## config.mk

```make
export PLATFORM = sky130hd
export DESIGN_NAME = rst_sync_seq
export DESIGN_NICKNAME = d
export VERILOG_FILES = /design/src/rtl/rst_sync_seq.sv
export SDC_FILE = /design/constraint.sdc
export NUM_CORES = 1
export LEC_CHECK = 0
export ABC_AREA = 1
export BUFFER_PORTS_ARGS = -buffer_cell sky130_fd_sc_hd__buf_2
export CAP_MARGIN = 20
export CORE_ASPECT_RATIO = 0.9
export CORE_MARGIN = 1
export CORE_UTILIZATION = 51
export DETAILED_ROUTE_END_ITERATION = 10
export GPL_ROUTABILITY_DRIVEN = 0
export PLACE_DENSITY = 0.84
export SLEW_MARGIN = 0
export SYNTH_ARGS = -nofsm -noshare
export SYNTH_HDL_FRONTEND = slang
export SYNTH_SLANG_ARGS = --single-unit
```

## constraint.sdc

```tcl
create_clock -name CLK -period 1.7 [get_ports CLK]
set_input_delay 0.085 -clock CLK [delete_from_list [all_inputs] [get_ports CLK]]
set_output_delay 0.085 -clock CLK [all_outputs]
set_load 0.01 [all_outputs]
```

## src/rtl/rst_sync_seq.sv

```systemverilog
// Reset synchroniser and release sequencer: asynchronous assert, synchronous staged release
// of NUM_OUTS active-low resets in index order, re-runnable by a software request.
module rst_sync_seq #(
  parameter int NUM_STAGES  = 2,
  parameter int NUM_OUTS    = 3,
  parameter int HOLD_CYCLES = 16,
  parameter int GAP_CYCLES  = 4
) (
  input  logic                CLK,
  input  logic                RST,
  input  logic                SW_RST_REQ,
  output logic [NUM_OUTS-1:0] SYNC_RST,
  output logic                RST_DONE
);

  localparam int MAXC = (HOLD_CYCLES > GAP_CYCLES) ? HOLD_CYCLES : GAP_CYCLES;
  localparam int CW   = $clog2(MAXC + 1);

  localparam logic [1:0] ST_ASSERT  = 2'd0;
  localparam logic [1:0] ST_HOLD    = 2'd1;
  localparam logic [1:0] ST_RELEASE = 2'd2;
  localparam logic [1:0] ST_DONE    = 2'd3;

  logic [NUM_STAGES-1:0] sync_q;
  logic                  src_ok;
  logic [1:0]            state_q, state_d;
  logic [CW-1:0]         cnt_q, cnt_d, cnt_inc;
  logic [NUM_OUTS-1:0]   rst_q, rst_d, rel_next;
  logic                  done_q, done_d, do_rel;

  always_ff @(posedge CLK or negedge RST) begin
    if (!RST) sync_q <= '0;
    else      sync_q <= {sync_q[NUM_STAGES-2:0], 1'b1};
  end

  assign src_ok = sync_q[NUM_STAGES-1];

  // The edge that first sees src_ok already counts toward the hold period,
  // so HOLD is entered with count 1 (or bit 0 releases at once for a 1-cycle hold).
  always_comb begin
    state_d  = state_q;
    cnt_d    = cnt_q;
    rst_d    = rst_q;
    done_d   = done_q;
    do_rel   = 1'b0;
    cnt_inc  = cnt_q + CW'(1);
    rel_next = rst_q << 1;
    rel_next[0] = 1'b1;
    if (SW_RST_REQ) begin
      state_d = ST_HOLD;
      cnt_d   = '0;
      rst_d   = '0;
      done_d  = 1'b0;
    end else begin
      case (state_q)
        ST_ASSERT: begin
          if (src_ok) begin
            if (HOLD_CYCLES == 1) begin
              do_rel = 1'b1;
            end else begin
              state_d = ST_HOLD;
              cnt_d   = CW'(1);
            end
          end
        end
        ST_HOLD: begin
          if (cnt_inc == CW'(HOLD_CYCLES)) do_rel = 1'b1;
          else                             cnt_d  = cnt_inc;
        end
        ST_RELEASE: begin
          if (cnt_inc == CW'(GAP_CYCLES)) do_rel = 1'b1;
          else                            cnt_d  = cnt_inc;
        end
        default: ;
      endcase
      // Releasing by shifting in a 1 keeps the released bits a low-index prefix.
      if (do_rel) begin
        rst_d = rel_next;
        cnt_d = '0;
        if (&rel_next) begin
          state_d = ST_DONE;
          done_d  = 1'b1;
        end else begin
          state_d = ST_RELEASE;
        end
      end
    end
  end

  always_ff @(posedge CLK or negedge RST) begin
    if (!RST) begin
      state_q <= ST_ASSERT;
      cnt_q   <= '0;
      rst_q   <= '0;
      done_q  <= 1'b0;
    end else begin
      state_q <= state_d;
      cnt_q   <= cnt_d;
      rst_q   <= rst_d;
      done_q  <= done_d;
    end
  end

  assign SYNC_RST = rst_q;
  assign RST_DONE = done_q;

endmodule
```

==> impl_metrics.csv, run 1 <==
group,metric,value,unit
worst_hold_path,hold_class,"in -> reg",
route,wl_met1,654,µm
critical_path,path_class,"reg -> reg",
flow_run,maxCapViolCount,0,
pwr,power.density,663,mW/mm²
logic_synthesis,synth_warnings,0,
pwr,p_sw,0.174,mW
route,met3WireLength,63,µm
logic_synthesis,synth_ff_type,"dfrtp_1",
logic_synthesis,syn_area_per_cell,8.36,µm²
sta,fmax,0.612,GHz
pwr,seqPwrFrac,0.526,
sta,finalCritPeriodShare,0.961,
grt,antenna_found_initial,0,
critical_path,required,1.90,ns
route,wl,1.59,mm
place,hpwl,1.23,mm
route,routed.top_layer,"met4",
floorplan,core_region_area,0.00148,mm²
cells_and_area,fillerInstances,131,
sta,setup_tns,0,ns
grt,grt_max_degree,14,
sta,fin_crit,1.63,ns
floorplan,placementRows,13,
place,portBuffers,6,
route,post_drt_wl_per_cell,11.8,µm
pwr,vdd_drop_max,0.000573,V
grt,grt_pass1_wl,2.37,mm
pwr,p_comb_frac,0.181,
sta,setup_viol,0,
floorplan,dieArea,0.00177,mm²
pwr,power.internal,0.457,mW
critical_path,cp_max_fo,4,
floorplan,start_util,0.554,
route,vias,672,
logic_synthesis,syn_area,820,µm²
floorplan,top_level_ports,7,
logic_synthesis,synth_cell_type_count,17,
cells_and_area,nets,123,
sta,hold_violations,0,
status,run_status,"complete, no violations",
clocking,cts_tree,"done",
route,dr.pass1.iters,4,
grt,track_usage,0.206,
clocking,clockBufferDepth,2,
logic_synthesis,synth.net_count,107,
route,viasPerCell,4.98,
floorplan,die_y,40.0,µm
route,met2_length,846,µm
sta,rsz0062_at_grt,"false",
route,postRouteAntennaNets,0,
grt,overflow,0,
clocking,cts_buffers,3,
logic_synthesis,async_flop_share,1.00,
cells_and_area,area_growth,16.2,%
floorplan,fp.dieW,44.3,µm
pwr,clockPowerShare,0.293,
critical_path,crit_path_end_kind,"register",
sta,clock_skew,0.00690,ns
logic_synthesis,synth-edff-count,0,
logic_synthesis,yosysSeqAreaShare,0.397,
logic_synthesis,synth.ff_latch_count,13,
clocking,htreeDepth,1,
cells_and_area,diodes,0,
route,drc_errors,0,
grt,grt_pass1_vias,565,
clocking,root_buffer,"clkbuf_4",
sta,drv_slew,0,
clocking,clock_latency,0.28,ns
cells_and_area,drive_gt1_frac,0.283,
clocking,clock_sinks,13,
critical_path,cp_data_arrival_time,1.83,ns
pwr,sw_frac_of_total,0.276,
route,drt_iter0_markers,16,
clocking,clk_pin_slew,0.08,ns
critical_path,start_kind,"register",
pwr,power.static_leakage,0.478,nW
logic_synthesis,synthCells,98,
pwr,finalPower,0.632,mW
-- worst paths after layout --
| kind | depth (start not counted) | from | slack [ns] | endpoint |
|---|---|---|---|---|
| min in group asynchronous | 2 | RST | 0.22 | cnt_q[3] |
| max in group asynchronous | 2 | RST | 1.25 | sync_q[0] |
| worst min-delay path | 2 | SW_RST_REQ | 0.05 | SYNC_RST[0] |
| worst min register to register | 0 | sync_q[0] | 0.35 | sync_q[1] |
| worst max-delay path | 10 | cnt_q[1] | 0.07 | SYNC_RST[0] |
| worst max register to register | 10 | cnt_q[1] | 0.07 | SYNC_RST[0] |
-- placed cells by master (no fill, tap or decap), types with 2 or more instances in the layout --
master and count:
nand2_2 7, nand3_1 11, inv_1 12, nor2_4 3, nand3_4 2, nand2_1 25, o21ai_1 2, buf_2 6
nor2_1 5, clkbuf_4 3, nand4_1 4, buf_4 4, dfrtp_1 13, nand2_4 2, ha_1 5
-- area by class of cell --
cell class / count / area [µm²] / share of cell area
inverters: 13 / 48.8 / 0.0512
clock buffers: 4 / 26.3 / 0.0276
well taps: 22 / 27.5 / 0.0289
repair buffers: 11 / 70.1 / 0.0736
multi-input cells: 72 / 454 / 0.477
flip-flops and latches: 13 / 325 / 0.342
-- power groups by stage --
| stage | Clock [mW] | Sequential (mW) | Combinational [mW] |
|---|---|---|---|
| 3_3_place_gp | 0 | 0.336 | 0.105 |
| 3_5_place_dp | 0 | 0.338 | 0.109 |
| 4_1_cts | 0.193 | 0.332 | 0.110 |
| 5_1_grt | 0.205 | 0.334 | 0.128 |
| 2_1_floorplan | 0 | 0.340 | 0.0678 |
| 6_report | 0.185 | 0.332 | 0.114 |
-- cells by family after synthesis --
group	synth area share
adder cells (fa/ha/maj)	0.0916
AO/OA/AOI/OAI	0.0290
flip-flops	0.397
buffers and inverters	0.0595
other	0.00458
AND/OR/NAND/NOR	0.418
-- worst max-delay path, cell delays in order, from the launching register on --
cell     delay [ns]
dfrtp_1        0.39
ha_2           0.22
inv_1          0.06
nand2_1        0.06
nand2_1        0.08
nand2_1        0.07
nand2_2        0.08
nand4_1        0.17
buf_4          0.19
buf_4          0.12
a21oi_1        0.11
-- cell usage after synthesis (2+ instances only) --
cell | instances | area share
dfrtp_1 | 13 | 0.40
ha_1 | 6 | 0.092
inv_1 | 13 | 0.060
nand2_1 | 26 | 0.12
nand2_2 | 6 | 0.046
nand2_4 | 2 | 0.027
nand3_1 | 11 | 0.067
nand3_4 | 2 | 0.043
nand4_1 | 4 | 0.031
nor2_1 | 5 | 0.023
nor2_4 | 3 | 0.041
o21ai_1 | 2 | 0.012
-- through the flow --
step           area (µm²)  setup slack (ns)  instances   util  hold WS [ns]
2_1_floorplan         820             0.149         98      -        -0.211
3_3_place_gp          900            0.0896        129  0.608       -0.0225
3_5_place_dp          900            0.0376        129  0.608       -0.0183
4_1_cts               936            0.0273        134  0.632        0.0413
5_1_grt               952           0.00208        135  0.643        0.0472
6_report              952            0.0669        135  0.643        0.0539
-- state kept, by name, summed over array words and instances (netlist names) --
signal    cells
sync_q        2
SYNC_RST      3
RST_DONE      1
cnt_q         5
state_q       2
-- routing by layer --
metal / vias to the layer above / global-route usage
met5: - / 0
met4: 0 / 0.0909
met3: 5 / 0.0811
met2: 16 / 0.379
met1: 310 / 0.213
li1: 341 / -
-- timing repair --
action,in CTS,in global routing
hold buffers,1,0
endpoints found under the hold margin,13,0
endpoints found under the setup margin,0,7
gates resized for setup,0,4
buffers inserted,0,1
(Power assumes the default switching activity.)
==> run 2, diff against run 1 <==
--- a/config.mk
+++ b/config.mk
@@ -11,9 +11,11 @@
 export CORE_ASPECT_RATIO = 0.9
 export CORE_MARGIN = 1
 export CORE_UTILIZATION = 51
+export CTS_CLUSTER_DIAMETER = 150
 export DETAILED_ROUTE_END_ITERATION = 10
 export GPL_ROUTABILITY_DRIVEN = 0
 export PLACE_DENSITY = 0.84
+export RECOVER_POWER = 25
 export SLEW_MARGIN = 0
 export SYNTH_ARGS = -nofsm -noshare
 export SYNTH_HDL_FRONTEND = slang
==> impl_metrics.csv, run 2 (synthesized netlist as in run 1, its figures left out) <==
group,metric,value,unit
status,run_status,"complete, no violations",
floorplan,start_util,0.554,
floorplan,top_level_ports,7,
critical_path,worstReg2RegStart,"cnt_q[1]",
clocking,htreeDepth,1,
flow_run,maxCapViolCount,0,
place,hpwl,1.23,mm
clocking,root_buffer,"clkbuf_4",
critical_path,r2r_cells,10,
route,drt_iter0_markers,16,
clocking,cts_buffers,3,
critical_path,setup.worst_path.start,"cnt_q[1]",
cells_and_area,regMostFlops,"cnt_q",
sta,clock_skew,0.00711,ns
grt,grt_max_degree,14,
critical_path,start_kind,"register",
sta,setup_viol,0,
route,drc_errors,0,
sta,fin_crit,1.63,ns
critical_path,path_class,"reg -> reg",
worst_hold_path,hold_depth,2,
cells_and_area,area_growth,16.0,%
clocking,clockBufferDepth,2,
cells_and_area,final_core_util,0.642,
cells_and_area,fillerInstances,132,
critical_path,required,1.90,ns
sta,rsz0062_at_grt,"false",
cells_and_area,nets,123,
worst_hold_path,hold_class,"in -> reg",
critical_path,crit_path_end_kind,"register",
worst_hold_path,min_to,"SYNC_RST[0]",
worst_hold_path,worstHoldStart,"SW_RST_REQ",
cells_and_area,drive_gt1_frac,0.274,
sta,slew_headroom,0.539,
sta,tightest_slew,0.691,ns
cells_and_area,layout_common_cells,"nand2_1, dfrtp_1, inv_1",
sta,drv_slew,0,
route,wl,1.59,mm
floorplan,core_region_area,0.00148,mm²
sta,finalCritPeriodShare,0.961,
critical_path,reg2reg_slack,0.07,ns
critical_path,reg2reg_to,"SYNC_RST[0]",
grt,antenna_found_initial,0,
place,portBuffers,6,
floorplan,die_y,40.0,µm
route,viasPerCell,4.99,
sta,setup_tns,0,ns
pwr,power.density,664,mW/mm²
clocking,clock_sinks,13,
route,postRouteAntennaNets,0,
pwr,power.static_leakage,0.475,nW
grt,grt_pass1_vias,565,
pwr,vdd_drop_max,0.000573,V
clocking,cts_tree,"done",
clocking,clk_pin_slew,0.08,ns
sta,fmax,0.612,GHz
cells_and_area,diodes,0,
floorplan,fp.dieW,44.3,µm
floorplan,placementRows,13,
cells_and_area,largest_reg_flops,5,
critical_path,cp_data_arrival_time,1.83,ns
route,vias,674,
cells_and_area,final_common_cell,"nand2_1",
clocking,clock_latency,0.28,ns
route,post_drt_wl_per_cell,11.8,µm
sta,hold_violations,0,
floorplan,dieArea,0.00177,mm²
grt,overflow,0,
grt,track_usage,0.206,
critical_path,cp_max_fo,4,
route,dr.pass1.iters,4,
grt,grt_pass1_wl,2.37,mm
[run 2: cell types whose count changed in the layout (fill, tap and decap cells not counted)]
cell	change
buf_2	-1
clkbuf_1	+1
[run 2: what timing repair did]
| action | CTS | global route |
|---|---|---|
| buffers inserted | 0 | 1 |
| gates resized for setup | 0 | 4 |
| endpoints found under the hold margin | 13 | 0 |
| endpoints found under the setup margin | 0 | 7 |
| hold buffers | 1 | 0 |
[run 2: report_power, final]
| part | total, mW | internal (mW) | switching [mW] | leakage [nW] |
|---|---|---|---|---|
| sequential | 0.332 | 0.322 | 0.0103 | 0.172 |
| combinational | 0.114 | 0.0440 | 0.0699 | 0.288 |
| clock | 0.186 | 0.0910 | 0.0945 | 0.0150 |
| total | 0.632 | 0.457 | 0.175 | 0.475 |
[run 2: worst max path at each step]
stage	depth (start not counted)	slack, ns	end
floorplan	7	0.15	cnt_q[1]
global placement	11	0.09	cnt_q[0]
detailed placement	7	0.04	cnt_q[1]
CTS	11	0.03	cnt_q[0]
global route	11	0.002	cnt_q[0]
finish	10	0.07	SYNC_RST[0]
[run 2: layout make-up]
class                           count  area, µm²  area share
Tap cell                           22       27.5      0.0289
Timing Repair Buffer               11       68.8      0.0724
Clock buffer                        4       26.3      0.0276
Multi-Input combinational cell     72        454       0.478
Sequential cell                    13        325       0.342
Inverter                           13       48.8      0.0513
[run 2: critical path, cell delays in order, from the launching register on]
cell and delay, ns:
dfrtp_1 0.39, ha_2 0.22, inv_1 0.06, nand2_1 0.06, nand2_1 0.08, nand2_1 0.07, nand2_2 0.08, nand4_1 0.17
buf_4 0.19, buf_4 0.12, a21oi_1 0.11
[run 2: through the flow]
| step | area (µm²) | hold slack (ns) | instances | total power, mW | worst slack, ns |
|---|---|---|---|---|---|
| after floorplan | 820 | -0.211 | 98 | 0.408 | 0.149 |
| after global placement | 900 | -0.0225 | 129 | 0.441 | 0.0896 |
| after detailed placement | 900 | -0.0183 | 129 | 0.447 | 0.0376 |
| after CTS | 936 | 0.0413 | 134 | 0.636 | 0.0273 |
| after global routing | 951 | 0.0472 | 135 | 0.667 | 0.00208 |
| final | 951 | 0.0539 | 135 | 0.632 | 0.0667 |
[run 2: metal layers]
| layer | share of wire | GRT usage | vias up | routed length [µm] |
|---|---|---|---|---|
| met3 | 0.040 | 0.0811 | 5 | 63 |
| met2 | 0.53 | 0.379 | 16 | 847 |
| met1 | 0.41 | 0.213 | 312 | 653 |
| li1 | - | - | 341 | - |
| met4 | 0.014 | 0.0909 | 0 | 23 |
| met5 | 0 | 0 | - | 0 |
